$ cat src/rtl/uart_rx.sv
// 8N1 UART receiver: 2-flop synchroniser, mid-bit start qualification, centre sampling.
// Define UART_RX_PARITY_EN for 8E1 framing with a parity_err strobe.
module uart_rx #(
    parameter int BAUD_RATE   = 115_200,
    parameter int CLOCK_SPEED = 50_000_000
) (
    input  logic       clk,
    input  logic       rst_n,
    input  logic       rx,
    output logic [7:0] data,
    output logic       rx_valid,
    output logic       frame_err,
`ifdef UART_RX_PARITY_EN
    output logic       parity_err,
`endif
    output logic       busy
);

    localparam int BAUD_WIDTH = CLOCK_SPEED / BAUD_RATE;
    localparam int HALF_WIDTH = BAUD_WIDTH / 2;
    localparam int CW         = $clog2(BAUD_WIDTH);

    localparam logic [CW-1:0] CNT_HALF = CW'(HALF_WIDTH - 1);
    localparam logic [CW-1:0] CNT_FULL = CW'(BAUD_WIDTH - 1);

`ifdef UART_RX_PARITY_EN
    localparam int NS = 5;
    localparam logic [NS-1:0] PARITY = 5'b01000;
    localparam logic [NS-1:0] STOP   = 5'b10000;
`else
    localparam int NS = 4;
    localparam logic [NS-1:0] STOP   = 4'b1000;
`endif
    localparam logic [NS-1:0] IDLE  = NS'(1);
    localparam logic [NS-1:0] START = NS'(2);
    localparam logic [NS-1:0] DATA  = NS'(4);

    logic [NS-1:0] state;
    logic [CW-1:0] cnt;
    logic [2:0]    bit_idx;
    logic [7:0]    shreg;
    logic          rx_meta, rx_s;
    // Cleared by a framing error so a held-low line (break) is reported only once.
    logic          armed;

    always_ff @(posedge clk or negedge rst_n) begin
        if (!rst_n) begin
            rx_meta <= 1'b1;
            rx_s    <= 1'b1;
        end else begin
            rx_meta <= rx;
            rx_s    <= rx_meta;
        end
    end

`ifdef UART_RX_PARITY_EN
    logic par_bit;
    logic par_bad;
    assign par_bad = (^shreg) ^ par_bit;
`endif

    assign busy = (state != IDLE);

    always_ff @(posedge clk or negedge rst_n) begin
        if (!rst_n) begin
            state     <= IDLE;
            cnt       <= '0;
            bit_idx   <= 3'd0;
            shreg     <= 8'h00;
            data      <= 8'h00;
            rx_valid  <= 1'b0;
            frame_err <= 1'b0;
            armed     <= 1'b1;
`ifdef UART_RX_PARITY_EN
            par_bit    <= 1'b0;
            parity_err <= 1'b0;
`endif
        end else begin
            rx_valid  <= 1'b0;
            frame_err <= 1'b0;
`ifdef UART_RX_PARITY_EN
            parity_err <= 1'b0;
`endif
            case (state)
                IDLE: begin
                    if (!armed) begin
                        if (rx_s) armed <= 1'b1;
                    end else if (!rx_s) begin
                        state <= START;
                        cnt   <= '0;
                    end
                end
                START: begin
                    if (cnt == CNT_HALF) begin
                        cnt <= '0;
                        if (rx_s) begin
                            state <= IDLE;
                        end else begin
                            state   <= DATA;
                            bit_idx <= 3'd0;
                        end
                    end else begin
                        cnt <= cnt + CW'(1);
                    end
                end
                DATA: begin
                    if (cnt == CNT_FULL) begin
                        cnt   <= '0;
                        shreg <= {rx_s, shreg[7:1]};
                        if (bit_idx == 3'd7) begin
`ifdef UART_RX_PARITY_EN
                            state <= PARITY;
`else
                            state <= STOP;
`endif
                        end else begin
                            bit_idx <= bit_idx + 3'd1;
                        end
                    end else begin
                        cnt <= cnt + CW'(1);
                    end
                end
`ifdef UART_RX_PARITY_EN
                PARITY: begin
                    if (cnt == CNT_FULL) begin
                        cnt     <= '0;
                        par_bit <= rx_s;
                        state   <= STOP;
                    end else begin
                        cnt <= cnt + CW'(1);
                    end
                end
`endif
                STOP: begin
                    // Leave at mid-stop-bit so a back-to-back start edge is not missed.
                    if (cnt == CNT_FULL) begin
                        cnt   <= '0;
                        state <= IDLE;
                        if (!rx_s) begin
                            frame_err <= 1'b1;
                            armed     <= 1'b0;
                        end
`ifdef UART_RX_PARITY_EN
                        parity_err <= par_bad;
                        if (rx_s && !par_bad) begin
                            data     <= shreg;
                            rx_valid <= 1'b1;
                        end
`else
                        if (rx_s) begin
                            data     <= shreg;
                            rx_valid <= 1'b1;
                        end
`endif
                    end else begin
                        cnt <= cnt + CW'(1);
                    end
                end
                default: state <= IDLE;
            endcase
        end
    end

endmodule

$ cat config.mk
export PLATFORM = sky130hd
export DESIGN_NAME = uart_rx
export DESIGN_NICKNAME = d
export VERILOG_FILES = /design/src/rtl/uart_rx.sv
export SDC_FILE = /design/constraint.sdc
export NUM_CORES = 1
export LEC_CHECK = 0
export CORE_ASPECT_RATIO = 0.6
export CORE_MARGIN = 3
export CORE_UTILIZATION = 40
export CTS_CLUSTER_DIAMETER = 80
export DETAILED_ROUTE_END_ITERATION = 6
export GPL_ROUTABILITY_DRIVEN = 1
export HOLD_SLACK_MARGIN = 0.1
export PLACE_DENSITY = 0.57
export SKIP_LAST_GASP = 1
export SLEW_MARGIN = 20
export SYNTH_ARGS = -nofsm -noshare
export SYNTH_HDL_FRONTEND = slang
export SYNTH_SLANG_ARGS = --single-unit
$ cat constraint.sdc
create_clock -name clk -period 4.2 [get_ports clk]
set_input_delay 1.05 -clock clk [delete_from_list [all_inputs] [get_ports clk]]
set_output_delay 1.05 -clock clk [all_outputs]
set_load 0.02 [all_outputs]
Word level (Yosys, flattened, before mapping)

Index checks and enable logic that the tools add are counted.
W data, S select, Z words.

Eq/ne operators: 17
Muxes and demuxes: 28
Add/subtract/negate cells: 2
Reductions and logical operators: 10

Operators with widths:

| cell                  | count |
|---|---|
| $mux W9               | 4 |
| $pmux W9 S3           | 1 |
| $mux W4               | 6 |
| $ne A2 B2 Y1 const B  | 9 |
| $pmux W4 S4           | 1 |
| $mux W3               | 5 |
| $add A9 B1 Y9 const B | 1 |
| $eq A9 B8 Y1 const B  | 1 |
| $eq A9 B9 Y1 const B  | 1 |
| $mux W1               | 9 |
| $reduce_and A3 Y1     | 3 |
| $pmux W3 S2           | 1 |
| $reduce_and A6 Y1     | 1 |
| $reduce_and A5 Y1     | 1 |
| $eq A4 B1 Y1 const B  | 1 |
| $eq A4 B2 Y1 const B  | 1 |
| $eq A4 B3 Y1 const B  | 1 |
| $eq A4 B4 Y1 const B  | 1 |
| $ne A4 B1 Y1 const B  | 1 |
| $reduce_bool A2 Y1    | 2 |
| $add A3 B1 Y3 const B | 1 |
| $eq A3 B3 Y1 const B  | 1 |
| $reduce_bool A3 Y1    | 1 |
| $pmux W1 S2           | 1 |
| 2 further kinds       | 2 |

Output and inout port bits: 11
Flip-flop bits (word level): 37

Logic depth before layout (Yosys ltp)

Word-level depth: 4
Mapped depth: 8
Depth with buffers taken out: 7

Least setup slack after synthesis

Ideal clock, no wire load.

Path kind: reg-to-reg
Start: register cnt[0]
End: register state[2]
Buffers on the path: 0
Setup slack: 2090 ps
Cell stages (with the launch flop): 8
Arrival time: 1982 ps
Required time: 4072 ps
Clock period less this slack: 2110 ps
Path through: dfrtp_1 > inv_1 > ha_1 > or4b_1 > o31ai_2 > o21ai_2 > a221oi_2 > mux2_1

Cells in the longest elaborated chain, start to end: 3

Ends and longest elaborated chain:

| what                                                | line         | text |
|---|---|---|
| start, declared                                     | 39           | `logic [CW-1:0] cnt;` |
| start signal, assigned                              | 103          | `cnt <= cnt + CW'(1);` |
| start signal, assigned                              | 120          | `cnt <= cnt + CW'(1);` |
| start signal, assigned                              | 156          | `cnt <= cnt + CW'(1);` |
| $eq A9 B9 Y1 / $eq A9 B8 Y1 (equally long branches) | 107, 136, 94 |  |
| $ne A2 B2 Y1 (no line)                              | --           |  |
| $reduce_and A6 Y1 (no line) *                       | --           |  |
| end signal, assigned                                | 114          | `state <= STOP;` |
| end signal, assigned                                | 138          | `state <= IDLE;` |
| end signal, assigned                                | 159          | `default: state <= IDLE;` |
| end, declared                                       | 38           | `logic [NS-1:0] state;` |

Every way passes the cells marked *; elsewhere a longest branch is shown, timed or not.
A chain may end at the register's enable or synchronous reset.

Worst setup path in the final report

Start: register state[0]
End: output busy

Cells in the longest elaborated chain, start to end: 1

Ends and longest elaborated chain:

| what                   | line | text |
|---|---|---|
| start signal, assigned | 66   | `state <= IDLE;` |
| start signal, assigned | 89   | `state <= START;` |
| start signal, assigned | 97   | `state <= IDLE;` |
| $ne A4 B1 Y1           | 62   | `assign busy = (state != IDLE);` |
| end, declared          | 16   | `output logic busy` |

Every way passes these cells.

==> reports/metrics.yaml <==
cp_max_fo: 4
hpwlAfterDp_microns: 2400
die-area_sq_um: 5110
cts_tree: "done"
yosys.area.top_type: "dfrtp_1"
pin_count: 14
holdPathEnd: "rx_s"
ys_ff_latch: 37
start_util: 0.441
worstHoldStart: "rx_meta"
final_max_slew_viol_count: 0
die_w_microns: 90.3
h-tree-depth: 2
cts-root-buf: "clkbuf_8"
ant_nets: 0
nets: 169
drtIter0Drc: 54
hold_slack_ns: 0.360
antenna_found_initial: 0
yosys_most_used_dff: "dfrtp_1"
r2r_start: "cnt[0]"
finalSetupViolCount: 0
clock_latency_ns: 0.28
avgSynthCellArea_sq_um: 11.9
total_power_w: 0.000869
synth_edf_count: 0
r2r_slack_ns: 1.71
slowest_delay_ns: 0.55
ctsLongestPathBuffers: 2
finalClockSkew_ns: 0.00482
diodes: 0
grt_max_degree: 38
layout-drive-gt1-share: 0.228
netlist.area_leader.share: 0.484
wire_per_inst_microns: 14.7
finish.utilization: 0.511
period_share: 0.674
setup-tns-final_ns: 0
critPathKind: "flop to output pin"
layout_common_cells: "33 x dfrtp_1, 17 x mux2_2, 12 x nand2_1, 12 x clkdlybuf4s50_1, 10 x nor2_1"
power_leakage_nw: 0.912
vias_per_cell: 5.32
post_synth_num_cell_types: 38
status: "finished, final reports clean"
syn_to_final_growth_pct: 15.9
ys_seq_area_frac: 0.546
period_needed_ns: 2.83
wl_met2_microns: 1380
die_y_microns: 56.6
start_kind: "flop"
async_reset_ff_frac: 1.00
globalplace.congestion: 0.773
drt-met1-wl_microns: 1650
dpl_cell_area_sq_um: 1890
ys_top_cells_by_area: "dfrtp_1 48%, mux2_2 11%, dfstp_2 6.2%"
hold_class: "flop to flop"
fin_area_sq_um: 1980
grt_pass1_vias: 1126
max_cap_violations: 0
min_path_cells: 0
cts.sinks: 37
rsz0062_at_grt: "false"
ir_drop_mv: 0.230
hold_buffers: 0
cp_data_arrival_time_ns: 1.78
relSlewSlack: 0.457
drt-total-wl_microns: 3230
synth.cell_area_sq_um: 1710
num_vias: 1166
drtPass1Iterations: 4
final_common_cell: "dfrtp_1"
postCtsSetupRepairBufs: 0
drc_errors: 0
worst_pin_slew_ns: 0.815
rows: 17
yosys_warnings: 0
path_clk_slew_ns: 0.07
crit_chain: "nor4b_4, inv_1, clkdlybuf4s50_1"
port_buffers: 13
reg2regPathDepth: 7
slowest_stage: "dfstp_2"
grt_pass1_wl_microns: 5570
synth_nets: 151
fmax_mhz: 353
highest_layer: "met4"
hold_viol: 0
cp-end-kind: "output pin"
routed-wl-met3_microns: 184
p_per_area_nw_per_um2: 439
cp.required_ns: 3.15
grtUsageTotal: 0.139
numCtsBuffers: 5
core_sq_um: 3870
r2r-end: "state[2]"
overflow: 0
cts_resized: 0
netlist_instances: 143
[layout make-up]
type	instances	area, sq um
fill	343	1890
sequential	37	931
multi-input combinational	99	748
timing repair buffer	13	125
clock buffer	6	72.6
tap	57	71.3
inverter	5	18.8
clock inverter	2	10.0
[worst max path at each step]
stage / from / endpoint / slack [ns] / cells after the start
floorplan: cnt[0] / state[2] / 2.09 / 7
detailed placement: state[0] / busy / 1.67 / 3
CTS: state[0] / busy / 1.36 / 3
global route: state[0] / busy / 1.28 / 3
finish: state[0] / busy / 1.37 / 3
global placement: state[0] / busy / 1.70 / 3
[where the power goes]
| part | switching (W) | internal, W |
|---|---|---|
| logic | 0.000128 | 0.0000899 |
| clock network | 0.000118 | 0.000115 |
| registers | 0.0000333 | 0.000384 |
| total | 0.000280 | 0.000589 |
[cells by family after synthesis]
| logic type | count (synthesis) | synth area share |
|---|---|---|
| DFF | 37 | 0.546 |
| buffers and inverters | 7 | 0.0154 |
| xor gates and xnor gates | 1 | 0.00514 |
| AOI/OAI and AO/OA | 24 | 0.102 |
| adders and majority gates | 5 | 0.0367 |
| muxes | 18 | 0.119 |
| and+or+nand+nor | 51 | 0.176 |
[sequential cells by signal, summed over array words and instances, names as in the netlist]
register   cells
data           8
rx_valid       1
shreg          8
armed          1
state          4
bit_idx        3
rx_meta        1
rx_s           1
frame_err      1
cnt            9
[cells in the mapped netlist (2+ instances only)]
cell	count
nand2_1	12
a21oi_1	4
and3_1	2
nor3_1	2
nand3_1	8
a22o_1	5
nand3b_1	2
dfrtp_1	33
nor2b_1	2
nor2_1	10
dfstp_2	4
clkbuf_1	2
o21ai_0	7
a31oi_1	2
ha_1	5
inv_1	5
mux2_2	17
[through the flow]
stage,setup WS [ns],cells
2_1_floorplan,2.09,143
3_3_place_gp,1.70,211
3_5_place_dp,1.67,211
4_1_cts,1.36,219
5_1_grt,1.28,219
6_report,1.37,219
[routing by layer]
layer  up-vias  track usage
met3         2       0.0442
met1       576        0.197
met5         -            0
met4         0       0.0392
met2        31        0.204
li1        557            -
[worst max-delay path: cells and delay by family, from the launching register on]
family | cells | cell delay [ns]
buf+inv | 2 | 0.65
flops | 1 | 0.55
simple gates | 1 | 0.30
Power figures use the tool's default switching activity.
